==> src/rtl/ervp_design_info_mport.sv <==
// ervp_design_info_mport: read-only design identification strings served to
// NUM_PORT APB slave ports through one shared, round-robin arbitrated lookup
// path. A stream window (select + auto-incrementing data register) lets
// software walk any string through a single address.
module ervp_design_info_mport #(
    parameter int NUM_PORT          = 2,
    parameter int BW_ADDR           = 32,
    parameter int BW_SUBOFFSET      = 8,
    parameter int NUM_CHAR_PLATFORM = 16,
    parameter int NUM_CHAR_USER     = 16,
    parameter int NUM_CHAR_GITNAME  = 16,
    parameter int NUM_CHAR_GITVER   = 8,
    parameter int NUM_CHAR_DEVVER   = 8,
    parameter int NUM_CHAR_DATE     = 20,
    parameter int BYTE0_FIRST_CHAR  = 1
) (
    input  logic                           clk,
    input  logic                           rstnn,
    input  logic [NUM_PORT-1:0]            rpsel,
    input  logic [NUM_PORT-1:0]            rpenable,
    input  logic [NUM_PORT*BW_ADDR-1:0]    rpaddr,
    input  logic [NUM_PORT-1:0]            rpwrite,
    input  logic [NUM_PORT*32-1:0]         rpwdata,
    output logic [NUM_PORT*32-1:0]         rprdata,
    output logic [NUM_PORT-1:0]            rpready,
    output logic [NUM_PORT-1:0]            rpslverr,
    input  logic [NUM_CHAR_PLATFORM*8-1:0] str_platform,
    input  logic [NUM_CHAR_USER*8-1:0]     str_user,
    input  logic [NUM_CHAR_GITNAME*8-1:0]  str_gitname,
    input  logic [NUM_CHAR_GITVER*8-1:0]   str_gitver,
    input  logic [NUM_CHAR_DEVVER*8-1:0]   str_devver,
    input  logic [NUM_CHAR_DATE*8-1:0]     str_date
);

    localparam int BW_PORT = (NUM_PORT > 1) ? $clog2(NUM_PORT) : 1;
    localparam logic [BW_SUBOFFSET-1:0] OFF_SEL  = BW_SUBOFFSET'('hC0);
    localparam logic [BW_SUBOFFSET-1:0] OFF_DATA = BW_SUBOFFSET'('hC4);
    localparam logic [BW_SUBOFFSET-1:0] OFF_PTR  = BW_SUBOFFSET'('hC8);

    typedef enum logic [1:0] {
        ST_IDLE,
        ST_LOOKUP,
        ST_RESP
    } state_t;

    state_t                  state;
    logic [BW_PORT-1:0]      grant;
    logic [BW_PORT-1:0]      last_grant;
    logic [BW_SUBOFFSET-1:0] lat_off;
    logic                    lat_write;
    logic [31:0]             lat_wdata;
    logic [2:0]              sel;
    logic [4:0]              ptr;

    logic [NUM_PORT-1:0]     req;
    logic                    any_req;
    logic [BW_PORT-1:0]      next_grant;

    logic [255:0]            field_str [8];
    logic [2:0]              acc_field;
    logic [2:0]              acc_word;
    logic [31:0]             field_word;
    logic [31:0]             stream_word;
    logic [31:0]             lookup_data;
    logic                    lookup_err;
    logic                    sel_write;
    logic                    ptr_step;
    logic [4:0]              ptr_next;

    // Upper address bits beyond the decoded window are intentionally ignored.
    logic unused_bits;
    assign unused_bits = ^{rpaddr, rpwdata};

    // Number of 32-bit words in each field, in field order.
    function automatic logic [3:0] words_of(input logic [2:0] f);
        case (f)
            3'd0:    words_of = 4'(NUM_CHAR_PLATFORM / 4);
            3'd1:    words_of = 4'(NUM_CHAR_USER / 4);
            3'd2:    words_of = 4'(NUM_CHAR_GITNAME / 4);
            3'd3:    words_of = 4'(NUM_CHAR_GITVER / 4);
            3'd4:    words_of = 4'(NUM_CHAR_DEVVER / 4);
            3'd5:    words_of = 4'(NUM_CHAR_DATE / 4);
            default: words_of = 4'd0;
        endcase
    endfunction

    // Word k of a left-aligned string, first char in the MSB byte.
    function automatic logic [31:0] pick_word(input logic [255:0] s, input logic [2:0] k);
        pick_word = s[255 - 32*int'(k) -: 32];
    endfunction

    // Place the first char of the word in byte 0 or byte 3.
    function automatic logic [31:0] order_word(input logic [31:0] w);
        if (BYTE0_FIRST_CHAR != 0) begin
            order_word = {w[7:0], w[15:8], w[23:16], w[31:24]};
        end else begin
            order_word = w;
        end
    endfunction

    // Left-align every string in a 256-bit slot so word k sits at a fixed position.
    always_comb begin
        field_str[0] = 256'(str_platform) << (256 - 8*NUM_CHAR_PLATFORM);
        field_str[1] = 256'(str_user)     << (256 - 8*NUM_CHAR_USER);
        field_str[2] = 256'(str_gitname)  << (256 - 8*NUM_CHAR_GITNAME);
        field_str[3] = 256'(str_gitver)   << (256 - 8*NUM_CHAR_GITVER);
        field_str[4] = 256'(str_devver)   << (256 - 8*NUM_CHAR_DEVVER);
        field_str[5] = 256'(str_date)     << (256 - 8*NUM_CHAR_DATE);
        field_str[6] = '0;
        field_str[7] = '0;
    end

    // A port in its response cycle must not be counted as a fresh request.
    assign req = rpsel & rpenable & ~rpready;

    // Round robin: first requester after the most recently served port.
    always_comb begin
        any_req    = 1'b0;
        next_grant = '0;
        for (int i = 1; i <= NUM_PORT; i++) begin
            if (!any_req && req[(int'(last_grant) + i) % NUM_PORT]) begin
                any_req    = 1'b1;
                next_grant = BW_PORT'((int'(last_grant) + i) % NUM_PORT);
            end
        end
    end

    // Decode the latched access into response data, error flag and side effects.
    always_comb begin
        acc_field   = lat_off[7:5];
        acc_word    = lat_off[4:2];
        field_word  = order_word(pick_word(field_str[acc_field], acc_word));
        stream_word = order_word(pick_word(field_str[sel], ptr[2:0]));
        if (ptr + 5'd1 >= {1'b0, words_of(sel)}) begin
            ptr_next = '0;
        end else begin
            ptr_next = ptr + 5'd1;
        end
        lookup_data = '0;
        lookup_err  = 1'b1;
        sel_write   = 1'b0;
        ptr_step    = 1'b0;
        if (lat_off[1:0] == 2'b00) begin
            if (lat_write) begin
                if (lat_off == OFF_SEL && lat_wdata < 32'd6) begin
                    lookup_err = 1'b0;
                    sel_write  = 1'b1;
                end
            end else if (lat_off < OFF_SEL) begin
                if ({1'b0, acc_word} < words_of(acc_field)) begin
                    lookup_data = field_word;
                    lookup_err  = 1'b0;
                end
            end else if (lat_off == OFF_SEL) begin
                lookup_data = {29'd0, sel};
                lookup_err  = 1'b0;
            end else if (lat_off == OFF_DATA) begin
                lookup_data = stream_word;
                lookup_err  = 1'b0;
                ptr_step    = 1'b1;
            end else if (lat_off == OFF_PTR) begin
                lookup_data = {27'd0, ptr};
                lookup_err  = 1'b0;
            end
        end
    end

    // Transaction FSM: grant and latch, look up, then a one-cycle response.
    always_ff @(posedge clk or negedge rstnn) begin
        if (!rstnn) begin
            state      <= ST_IDLE;
            grant      <= '0;
            last_grant <= BW_PORT'(NUM_PORT - 1);
            lat_off    <= '0;
            lat_write  <= 1'b0;
            lat_wdata  <= '0;
            sel        <= '0;
            ptr        <= '0;
            rprdata    <= '0;
            rpready    <= '0;
            rpslverr   <= '0;
        end else begin
            case (state)
                ST_IDLE: begin
                    if (any_req) begin
                        grant     <= next_grant;
                        lat_off   <= rpaddr[int'(next_grant)*BW_ADDR +: BW_SUBOFFSET];
                        lat_write <= rpwrite[next_grant];
                        lat_wdata <= rpwdata[int'(next_grant)*32 +: 32];
                        state     <= ST_LOOKUP;
                    end
                end
                ST_LOOKUP: begin
                    rprdata                      <= '0;
                    rprdata[int'(grant)*32 +: 32] <= lookup_data;
                    rpready                      <= '0;
                    rpready[grant]               <= 1'b1;
                    rpslverr                     <= '0;
                    rpslverr[grant]              <= lookup_err;
                    if (sel_write) begin
                        sel <= lat_wdata[2:0];
                        ptr <= '0;
                    end
                    if (ptr_step) begin
                        ptr <= ptr_next;
                    end
                    state <= ST_RESP;
                end
                ST_RESP: begin
                    rprdata    <= '0;
                    rpready    <= '0;
                    rpslverr   <= '0;
                    last_grant <= grant;
                    state      <= ST_IDLE;
                end
                default: begin
                    state <= ST_IDLE;
                end
            endcase
        end
    end

endmodule

==> config.mk <==
export PLATFORM = sky130hd
export DESIGN_NAME = ervp_design_info_mport
export DESIGN_NICKNAME = d
export VERILOG_FILES = /design/src/rtl/ervp_design_info_mport.sv
export SDC_FILE = /design/constraint.sdc
export NUM_CORES = 1
export LEC_CHECK = 0
export CORE_AREA = 2 2 340 342
export DETAILED_ROUTE_END_ITERATION = 8
export DIE_AREA = 0 0 342 344
export GPL_ROUTABILITY_DRIVEN = 0
export PLACE_DENSITY = 0.51
export RECOVER_POWER = 50
export SLEW_MARGIN = 40
export SYNTH_ARGS = -nofsm -noshare
export SYNTH_HDL_FRONTEND = slang
export SYNTH_SLANG_ARGS = --single-unit
==> constraint.sdc <==
create_clock -name clk -period 2.95 [get_ports clk]
set_clock_uncertainty 0.05 [all_clocks]
set_input_delay 0.295 -clock clk [delete_from_list [all_inputs] [get_ports clk]]
set_output_delay 0.295 -clock clk [all_outputs]
set_load 0.02 [all_outputs]
==> impl_metrics.env, run 1 <==
export IMPL_crit_end="rprdata[16]$_DFFE_PN0P_"
export IMPL_hold_viol_final=0
export IMPL_die_x_um=342
export IMPL_clock_sinks=121
export IMPL_yosysWarnings=0
export IMPL_die_y_um=344
export IMPL_period_needed_ns=3.008
export IMPL_outcome="finished with violations"
export IMPL_final_nets=3638
export IMPL_rr_worst_depth=10
export IMPL_power_density_nw_per_um2=724.9
export IMPL_r2r_start="lat_off[5]$_DFFE_PN0P_"
export IMPL_fp_dieArea_sq_um=117600
export IMPL_grt_ovfl_total=0
export IMPL_cts_buffer_depth=2
export IMPL_cp_num_cells=10
export IMPL_gr_usage_all_layers_pct=25.97
export IMPL_grt_pass1_vias=22970
export IMPL_relSlewSlack_pct=17.72
export IMPL_path_buf_inv=0
export IMPL_min_delay_path_depth=3
export IMPL_p_leak_nw=10.71
export IMPL_setup_worst_path_start_class="flop"
export IMPL_routed_wl_um=159100
export IMPL_cp_required_ns=3.30
export IMPL_hold_worst_slack_ns=0.3800
export IMPL_drtIter0Drc=2089
export IMPL_fill_cells=12300
export IMPL_crit_top_cell="and2_4"
export IMPL_wl_per_cell_um=36.23
export IMPL_post_route_period_util_pct=102.0
export IMPL_crit_type="flop to flop"
export IMPL_syn_nets=2795
export IMPL_synth_edff_count=0
export IMPL_peakVddDrop_mv=0.6029
export IMPL_cp_end_kind="flop"
export IMPL_ant_nets=0
export IMPL_cpMaxStageDelayCell="a211oi_1"
export IMPL_synth_yosys_seq_area_share_pct=17.14
export IMPL_ys_types=76
export IMPL_routed_via_density=5.219
export IMPL_drc=0
export IMPL_initial_core_util_pct=15.52
export IMPL_p_total_w=0.02191
export IMPL_synth_ff_type="dfrtp_1"
export IMPL_yosysTopAreaCellShare_pct=16.99
export IMPL_clock_latency_ns=0.49
export IMPL_tightest_slew_ns=1.234
export IMPL_crit_path_start="lat_off[5]$_DFFE_PN0P_"
export IMPL_postSynthCellCount=1978
export IMPL_post_route_util_pct=26.54
export IMPL_drt_pass1_iterations=6
export IMPL_rsz0062_at_grt="yes"
export IMPL_worst_slack_ns=-0.05822
export IMPL_cts_tree="done"
export IMPL_htree_num_levels=4
export IMPL_r2r_slack_ns=-0.06
export IMPL_slowest_delay_ns=0.67
export IMPL_layout_drive_gt1_share_pct=20.36
export IMPL_async_reset_ff_share_pct=100.0
export IMPL_netlist_area_sq_um=17680
export IMPL_via_count=22920
export IMPL_grt_max_degree=84
export IMPL_setup_tns_ns=-0.1023
export IMPL_antenna_found_initial=111
export IMPL_setup_viol=2
export IMPL_final_cell_area_sq_um=30220
export IMPL_fmax_mhz=332.4
export IMPL_cp_arrival_ns=3.36
export IMPL_placed_cell_area_sq_um=29050
export IMPL_synth_top_cell_by_area="dfrtp_1"
export IMPL_dpl_hpwl_um=131800
export IMPL_synth_seq_cells=121
export IMPL_crit_path_cell_trace="nand2b_4, nor2_2, a21oi_1, ha_1, and2_4, and2_4, or3_4, a211oi_1, a221oi_1, o22ai_1"
export IMPL_synth_area_leaders="dfrtp_1, mux4_2, mux2i_1, mux2_2, a221oi_1"
export IMPL_violations="setup timing"
export IMPL_clockRootBuffer="clkbuf_16"
export IMPL_placementRows=124
export IMPL_path_delay_family="compound AO/OA/AOI/OAI gates"
export IMPL_portBuffers=827
export IMPL_cts_buffers=17
export IMPL_grt_pass1_wl_um=207100
export IMPL_hold_path_class="input pin to flop"
export IMPL_areaGrowthSynthToFinish_pct=70.96
export IMPL_core_area_sq_um=113900
export IMPL_io_pins=876
export IMPL_maxCapViolations=0
export IMPL_rr_endpoint="rprdata[16]$_DFFE_PN0P_"
export IMPL_drv_slew=0
export IMPL_avgSynthCellArea_sq_um=8.937
export IMPL_clkSlewWorstSetupHoldPaths_ns=0.07
export IMPL_crit_fanout=10
registers in the layout, indices dropped and copies added (netlist names):
| signal | cells |
|---|---|
| ptr | 5 |
| lat_write | 1 |
| lat_off | 8 |
| rprdata | 64 |
| rpslverr | 2 |
| last_grant | 1 |
| rpready | 2 |
| lat_wdata | 32 |
| state | 2 |
| sel | 3 |
| grant | 1 |
stage by stage:
stage / setup slack (ns) / cells
floorplan: -0.02584 / 1978
global placement: -0.4088 / 4307
detailed placement: -0.3563 / 4308
CTS: -0.008087 / 4345
global route: -0.07697 / 4372
finish: -0.05822 / 4391
cell usage in the layout (no fill, tap or decap), types with 73 or more instances in the layout:
cell and n:
o22ai_1 73, nand2_1 119, dfrtp_1 109, mux4_2 131, a221oi_1 86, o21ai_0 138, mux2i_1 203, a21oi_1 122
buf_4 171, mux2_2 89, clkdlybuf4s50_1 813
power by group:
part | switching (W) | leakage, nW | internal [W] | total [W]
Combinational | 0.00965 | 8.82 | 0.00708 | 0.0167
Clock | 0.000942 | 0.303 | 0.00146 | 0.00240
Sequential | 0.000479 | 1.59 | 0.00229 | 0.00277
logic make-up after synthesis:
| family | after synthesis | synth area share [%] |
|---|---|---|
| multiplexers | 426 | 34.02 |
| flip-flops | 121 | 17.14 |
| buffers and inverters | 303 | 7.694 |
| adder cells (fa/ha/maj) | 9 | 0.6370 |
| AO/OA/AOI/OAI | 737 | 29.49 |
| XOR/XNOR | 2 | 0.09911 |
| AND/OR/NAND/NOR | 380 | 10.91 |
how the worst min path moves through the flow:
stage,start,endpoint,slack [ns]
floorplan,rstnn,grant$_DFFE_PN0P_,-0.05
global placement,rstnn,lat_wdata[15]$_DFFE_PN0P_,0.10
detailed placement,rstnn,lat_wdata[15]$_DFFE_PN0P_,0.10
CTS,rstnn,lat_wdata[22]$_DFFE_PN0P_,0.12
global route,rpwdata[51],lat_wdata[19]$_DFFE_PN0P_,0.39
finish,rpwdata[42],lat_wdata[10]$_DFFE_PN0P_,0.38
Yosys cell counts (22+ instances only):
cell and count:
nor2_1 61, a22oi_1 39, buf_4 27, a21oi_1 124, a221oi_1 96, buf_2 43
nor2b_1 27, mux2i_1 206, buf_1 22, inv_1 74, dfrtp_1 120, o2bb2ai_1 67
nor3_1 26, clkbuf_1 125, nand2_1 121, o21ai_0 142, and2_1 22, a211oi_1 24
mux2_2 89, nand2b_1 22, nand3_1 31, o22ai_1 73, mux4_2 131
timing repair:
action | 4_1_cts | 5_1_grt
hold endpoints to repair | 120 | 0
pin swaps | 3 | 7
cloned | 3 | 1
endpoints found under the setup margin | 43 | 58
hold buffers | 1 | 0
resized for setup | 25 | 30
buffers inserted | 2 | 1
per-layer routing:
metal	global-route usage [%]	part of all wire, %
met2	45.24	49
met1	29.93	38
met3	7.644	8.6
met4	9.804	3.6
met5	0	0.28
area by class of cell:
class | count | area (sq um) | share of cell area, %
clock buffer | 19 | 452.9 | 1.499
clock inverter | 13 | 190.2 | 0.6293
antenna | 45 | 112.6 | 0.3726
sequential | 121 | 3060 | 10.13
tap | 1512 | 1892 | 6.260
timing repair buffer | 1050 | 10550 | 34.91
inverter | 77 | 290.3 | 0.9605
multi-input combinational | 1554 | 13670 | 45.24
worst register-to-register path, delay by kind of cell (launching register included):
kind / cells / cell delay [ns]
compound gates: 4 / 1.13
fa+ha+maj: 1 / 0.28
flops: 1 / 0.50
simple gates: 5 / 0.97
Note: power is estimated with default switching activity, not from simulation.
==> run 2: changes to the inputs <==
--- a/config.mk
+++ b/config.mk
@@ -9,6 +9,7 @@
 export DETAILED_ROUTE_END_ITERATION = 8
 export DIE_AREA = 0 0 342 344
 export GPL_ROUTABILITY_DRIVEN = 0
+export HOLD_SLACK_MARGIN = 0.12
 export PLACE_DENSITY = 0.51
 export RECOVER_POWER = 50
 export SLEW_MARGIN = 40
==> run 2 against run 1 <==
The run still ends with setup timing left. Critical path depth did not move. Sequential cell count did not move. Sequential share of layout area barely moved. Wire length barely moved. First-iteration DRC count fell by 6.1%. Combinational power barely moved. Hold slack got worse by 0.0019 ns. Fmax rose by 0.79%. Power barely moved.
==> impl_metrics.env, run 2 (synthesis gave the netlist of run 1 again) <==
export IMPL_rr_endpoint="rprdata[16]$_DFFE_PN0P_"
export IMPL_cts_tree="done"
export IMPL_initial_core_util_pct=15.52
export IMPL_p_leak_nw=10.72
export IMPL_hold_path_class="input pin to flop"
export IMPL_setup_tns_ns=-0.05292
export IMPL_peakVddDrop_mv=0.5943
export IMPL_areaGrowthSynthToFinish_pct=71.05
export IMPL_core_area_sq_um=113900
export IMPL_relSlewSlack_pct=28.61
export IMPL_top_regs="rprdata x64, lat_wdata x32, lat_off x8"
export IMPL_cp_end_kind="flop"
export IMPL_place_inst=4308
export IMPL_hold_viol_final=0
export IMPL_clock_sinks=121
export IMPL_violations="setup timing"
export IMPL_layout_drive_gt1_share_pct=20.35
export IMPL_grt_ovfl_total=0
export IMPL_largest_register="rprdata"
export IMPL_grtUsageMet2_pct=45.25
export IMPL_period_needed_ns=2.985
export IMPL_fp_dieArea_sq_um=117600
export IMPL_ant_nets=0
export IMPL_area_sequential_sq_um=3060
export IMPL_placementRows=124
export IMPL_use_met3_pct=7.534
export IMPL_drtIter0Drc=1962
export IMPL_drt_pass1_iterations=6
export IMPL_crit_path_start="lat_off[5]$_DFFE_PN0P_"
export IMPL_hold_worst_slack_ns=0.3781
export IMPL_r2r_slack_ns=-0.03
export IMPL_multiInputGateArea_sq_um=13670
export IMPL_grtUsageMet1_pct=29.92
export IMPL_clkSlewWorstSetupHoldPaths_ns=0.06
export IMPL_dpl_hpwl_um=131800
export IMPL_cts_buffers=17
export IMPL_portBuffers=827
export IMPL_rsz0062_at_grt="yes"
export IMPL_antenna_found_initial=114
export IMPL_worst_slack_ns=-0.03457
export IMPL_post_route_util_pct=26.55
export IMPL_die_x_um=342
export IMPL_grt_pass1_vias=23030
export IMPL_setup_viol=2
export IMPL_cts_buffer_depth=2
export IMPL_rr_worst_depth=10
export IMPL_final_cell_mix="clkdlybuf4s50_1, mux2i_1, buf_4"
export IMPL_drc=0
export IMPL_setup_worst_path_start_class="flop"
export IMPL_routed_wl_um=159000
export IMPL_tightest_slew_ns=1.071
export IMPL_crit_end="rprdata[16]$_DFFE_PN0P_"
export IMPL_cp_required_ns=3.30
export IMPL_clock_latency_ns=0.50
export IMPL_post_route_period_util_pct=101.2
export IMPL_drv_slew=0
export IMPL_layout_commonest_cell="clkdlybuf4s50_1"
export IMPL_clockRootBuffer="clkbuf_16"
export IMPL_final_nets=3640
export IMPL_r2r_start="lat_off[5]$_DFFE_PN0P_"
export IMPL_crit_fanout=10
export IMPL_grt_max_degree=84
export IMPL_outcome="finished with violations"
export IMPL_crit_type="flop to flop"
export IMPL_largest_register_ffs=64
export IMPL_die_y_um=344
export IMPL_fill_cells=12310
export IMPL_fmax_mhz=335.1
export IMPL_gr_max_usage_layer="met2"
export IMPL_wl_per_cell_um=36.21
export IMPL_routed_via_density=5.201
export IMPL_cp_arrival_ns=3.33
export IMPL_io_pins=876
export IMPL_stdcell_count=4390
export IMPL_maxCapViolations=0
export IMPL_dpl_worst_slack_ns=-0.3563
export IMPL_power_density_nw_per_um2=725.0
export IMPL_gr_usage_all_layers_pct=25.98
export IMPL_htree_num_levels=4
export IMPL_grt_pass1_wl_um=207300
export IMPL_via_count=22830
==> run 2: timing repair <==
action                                  in CTS  in global routing
cloned                                       3                  1
setup buffers                                2                  1
pin swaps                                    3                  7
hold buffers                                 3                  0
resized for setup                           25                 30
endpoints found under the setup margin      43                 58
endpoints found under the hold margin      120                  0
==> run 2: worst min-delay path by stage <==
| stage | cells past startpoint | startpoint | slack, ns | to |
|---|---|---|---|---|
| after detailed placement | 1 | rstnn | 0.10 | lat_wdata[15]$_DFFE_PN0P_ |
| after global placement | 1 | rstnn | 0.10 | lat_wdata[15]$_DFFE_PN0P_ |
| after CTS | 3 | rpwdata[42] | 0.34 | lat_wdata[10]$_DFFE_PN0P_ |
| after global routing | 3 | rpwdata[51] | 0.39 | lat_wdata[19]$_DFFE_PN0P_ |
| final | 3 | rpwdata[42] | 0.38 | lat_wdata[10]$_DFFE_PN0P_ |
| after floorplan | 0 | rstnn | -0.05 | grant$_DFFE_PN0P_ |
==> run 2: final cells by class <==
| class | count | share of cell area (%) |
|---|---|---|
| Inverter | 77 | 0.9600 |
| Multi-Input combinational cell | 1554 | 45.22 |
| Antenna cell | 42 | 0.3476 |
| Clock inverter | 13 | 0.6290 |
| Tap cell | 1512 | 6.257 |
| Clock buffer | 19 | 1.498 |
| Sequential cell | 121 | 10.12 |
| Timing Repair Buffer | 1052 | 34.97 |
==> run 2: stage by stage <==
stage | area (sq um) | power [W]
floorplan | 17790 | 0.01051
global placement | 29030 | 0.01873
detailed placement | 29050 | 0.01874
CTS | 29990 | 0.02191
global route | 30200 | 0.02296
finish | 30240 | 0.02192
==> run 2: worst max-delay path, cell delays in order, from the launching register on <==
cell and delay, ns:
dfrtp_4 0.50, nand2b_4 0.15, nor2_2 0.07, a21oi_1 0.05
ha_1 0.28, and2_4 0.14, and2_4 0.15, or3_4 0.44
a211oi_1 0.64, a221oi_1 0.20, o22ai_1 0.19
==> run 2: metal layers <==
layer | wire (um) | vias up
met4 | 6151 | 70
met3 | 13690 | 342
met5 | 425 | -
met1 | 60520 | 11360
li1 | - | 9702
met2 | 78190 | 1359
==> run 2: report_power, final <==
part           switching [W]  internal (W)
logic                0.00966       0.00709
registers           0.000479       0.00229
clock network       0.000947       0.00146
==> run 3: changes to the inputs <==
--- a/config.mk
+++ b/config.mk
@@ -5,13 +5,15 @@
 export SDC_FILE = /design/constraint.sdc
 export NUM_CORES = 1
 export LEC_CHECK = 0
-export CORE_AREA = 2 2 340 342
+export CORE_AREA = 2 2 345 347
+export CTS_BUF_LIST = sky130_fd_sc_hd__clkbuf_8
 export DETAILED_ROUTE_END_ITERATION = 8
-export DIE_AREA = 0 0 342 344
+export DIE_AREA = 0 0 347 349
 export GPL_ROUTABILITY_DRIVEN = 0
 export HOLD_SLACK_MARGIN = 0.12
-export PLACE_DENSITY = 0.51
+export PLACE_DENSITY = 0.5
 export RECOVER_POWER = 50
+export REMOVE_ABC_BUFFERS = 1
 export SLEW_MARGIN = 40
 export SYNTH_ARGS = -nofsm -noshare
 export SYNTH_HDL_FRONTEND = slang
==> constraint.sdc (replaced) <==
create_clock -name clk -period 2.95 [get_ports clk]
set_clock_uncertainty 0.05 [all_clocks]
set_input_delay 0.295 -clock clk [delete_from_list [all_inputs] [get_ports clk]]
set_output_delay 0.295 -clock clk [all_outputs]
set_load 0.005 [all_outputs]
==> run 3 against run 2 <==
The run now ends clean. Setup slack better by 0.13 ns. Die area is 2.9% higher. Largest cell class unchanged. Final cell count is 0.43% higher. Power is 10% lower. Utilization is 1.2 points lower. Non-clock buffer count stayed put. Hold slack worse by 0.079 ns. Wire length is 6.4% lower.
==> impl_metrics.env, run 3 (synthesis gave the netlist of run 1 again) <==
export IMPL_outcome="complete, no violations"
export IMPL_dpl_hpwl_um=121000
export IMPL_peakVddDrop_mv=0.4252
export IMPL_period_needed_ns=2.855
export IMPL_dpl_worst_slack_ns=-0.1049
export IMPL_cts_tree="done"
export IMPL_die_x_um=347
export IMPL_areaGrowthSynthToFinish_pct=68.55
export IMPL_grt_ovfl_total=0
export IMPL_cp_end_kind="flop"
export IMPL_fp_dieArea_sq_um=121100
export IMPL_grt_pass1_vias=22750
export IMPL_tightest_slew_ns=1.458
export IMPL_top_regs="rprdata x64, lat_wdata x32, lat_off x8"
export IMPL_layout_commonest_cell="clkdlybuf4s50_1"
export IMPL_stdcell_count=4409
export IMPL_clock_latency_ns=0.57
export IMPL_place_inst=4328
export IMPL_initial_core_util_pct=15.05
export IMPL_cts_buffer_depth=2
export IMPL_die_y_um=349
export IMPL_grt_max_degree=84
export IMPL_crit_type="flop to flop"
export IMPL_grt_pass1_wl_um=196700
export IMPL_setup_worst_path_start_class="flop"
export IMPL_clkSlewWorstSetupHoldPaths_ns=0.11
export IMPL_antenna_found_initial=87
export IMPL_ant_nets=0
export IMPL_drtIter0Drc=1941
export IMPL_crit_fanout=9
export IMPL_fmax_mhz=350.2
export IMPL_power_density_nw_per_um2=660.6
export IMPL_final_cell_mix="clkdlybuf4s50_1, mux2i_1, buf_4"
export IMPL_p_total_w=0.01968
export IMPL_maxCapViolations=0
export IMPL_via_count=22460
export IMPL_drt_pass1_iterations=6
export IMPL_core_area_sq_um=117500
export IMPL_rsz0062_at_grt="yes"
export IMPL_placementRows=126
export IMPL_drv_slew=0
export IMPL_htree_num_levels=4
export IMPL_worst_slack_ns=0.09482
export IMPL_hold_viol_final=0
export IMPL_p_leak_nw=10.54
export IMPL_cp_arrival_ns=3.30
export IMPL_clock_sinks=121
export IMPL_cp_required_ns=3.39
export IMPL_clockRootBuffer="clkbuf_8"
export IMPL_post_route_period_util_pct=96.79
export IMPL_final_nets=3640
export IMPL_layout_drive_gt1_share_pct=20.20
export IMPL_io_pins=876
export IMPL_drc=0
export IMPL_gr_usage_all_layers_pct=23.70
export IMPL_cts_buffers=17
export IMPL_routed_wl_um=148800
export IMPL_portBuffers=827
export IMPL_relSlewSlack_pct=2.817
export IMPL_fill_cells=12690
export IMPL_setup_viol=0
export IMPL_routed_via_density=5.094
export IMPL_largest_register="rprdata"
export IMPL_wl_per_cell_um=33.74
export IMPL_largest_register_ffs=64
export IMPL_hold_path_class="input pin to flop"
==> run 3: changes by cell type in the layout (fill, tap and decap cells not counted), sizes merged, moves of 3 or more <==
cell,previous run,this run
inv,78,86
clkdlybuf4s50,814,811
bufbuf,3,0
buf,216,220
bufinv,4,0
diode,42,37
==> run 3: per-layer routing <==
| layer | vias up | GRT usage, % | wire length [um] |
|---|---|---|---|
| li1 | 9691 | - | - |
| met5 | - | 0 | 459 |
| met4 | 64 | 6.823 | 3514 |
| met1 | 11270 | 29.20 | 60950 |
| met3 | 235 | 8.458 | 14330 |
| met2 | 1204 | 38.70 | 69500 |
==> run 3: cell type report <==
type	instances	area [sq um]	area share (%)
repair buffers	1052	10450	35.09
multi-input cells	1554	13580	45.59
clock inverters	15	150.1	0.5039
well taps	1536	1922	6.450
diodes	37	92.59	0.3108
inverters	77	294.0	0.9869
clock buffers	17	234.0	0.7853
flip-flops and latches	121	3065	10.29
==> run 3: worst paths after layout <==
check / start / endpoint / slack (ns) / cells after the start
setup / recovery: lat_off[5]$_DFFE_PN0P_ / rprdata[13]$_DFFE_PN0P_ / 0.09 / 7
hold reg to reg: lat_wdata[7]$_DFFE_PN0P_ / lat_wdata[7]$_DFFE_PN0P_ / 0.44 / 2
max in group asynchronous: rstnn / lat_wdata[27]$_DFFE_PN0P_ / 0.59 / 3
hold / removal: rpwdata[45] / lat_wdata[13]$_DFFE_PN0P_ / 0.30 / 3
min in group asynchronous: rstnn / rprdata[9]$_DFFE_PN0P_ / 0.55 / 2
setup reg to reg: lat_off[5]$_DFFE_PN0P_ / rprdata[13]$_DFFE_PN0P_ / 0.09 / 7
==> run 3: per-stage QoR <==
step / hold WS, ns / TNS, ns / utilization [%] / area, sq um
final: 0.2995 / 0 / 25.37 / 29790
after global routing: 0.2799 / -0.2507 / 25.33 / 29750
after CTS: 0.1341 / -0.0002320 / 25.13 / 29510
after detailed placement: 0.2419 / -0.3812 / 24.72 / 29030
after global placement: 0.2395 / -0.6051 / 24.72 / 29030
after floorplan: -0.05059 / -526.59 / - / 16610
==> run 3: what timing repair did <==
action | CTS | global route
endpoints found under the hold margin | 85 | 0
hold buffers | 1 | 0
gates resized for setup | 6 | 37
pin swaps | 1 | 3
endpoints found under the setup margin | 10 | 27
buffers inserted | 4 | 7
==> run 3: critical path, stage by stage (launching register included) <==
cell       delay (ns)
dfrtp_4          0.53
or4_1            0.67
or3_4            0.56
buf_4            0.24
a2111oi_1        0.33
nor4_2           0.12
buf_4            0.16
o22ai_1          0.13
==> run 3: where the power goes <==
part / total (W) / switching (W) / internal, W
combinational: 0.0152 / 0.00861 / 0.00660
clock: 0.00166 / 0.00103 / 0.000629
sequential: 0.00281 / 0.000521 / 0.00229
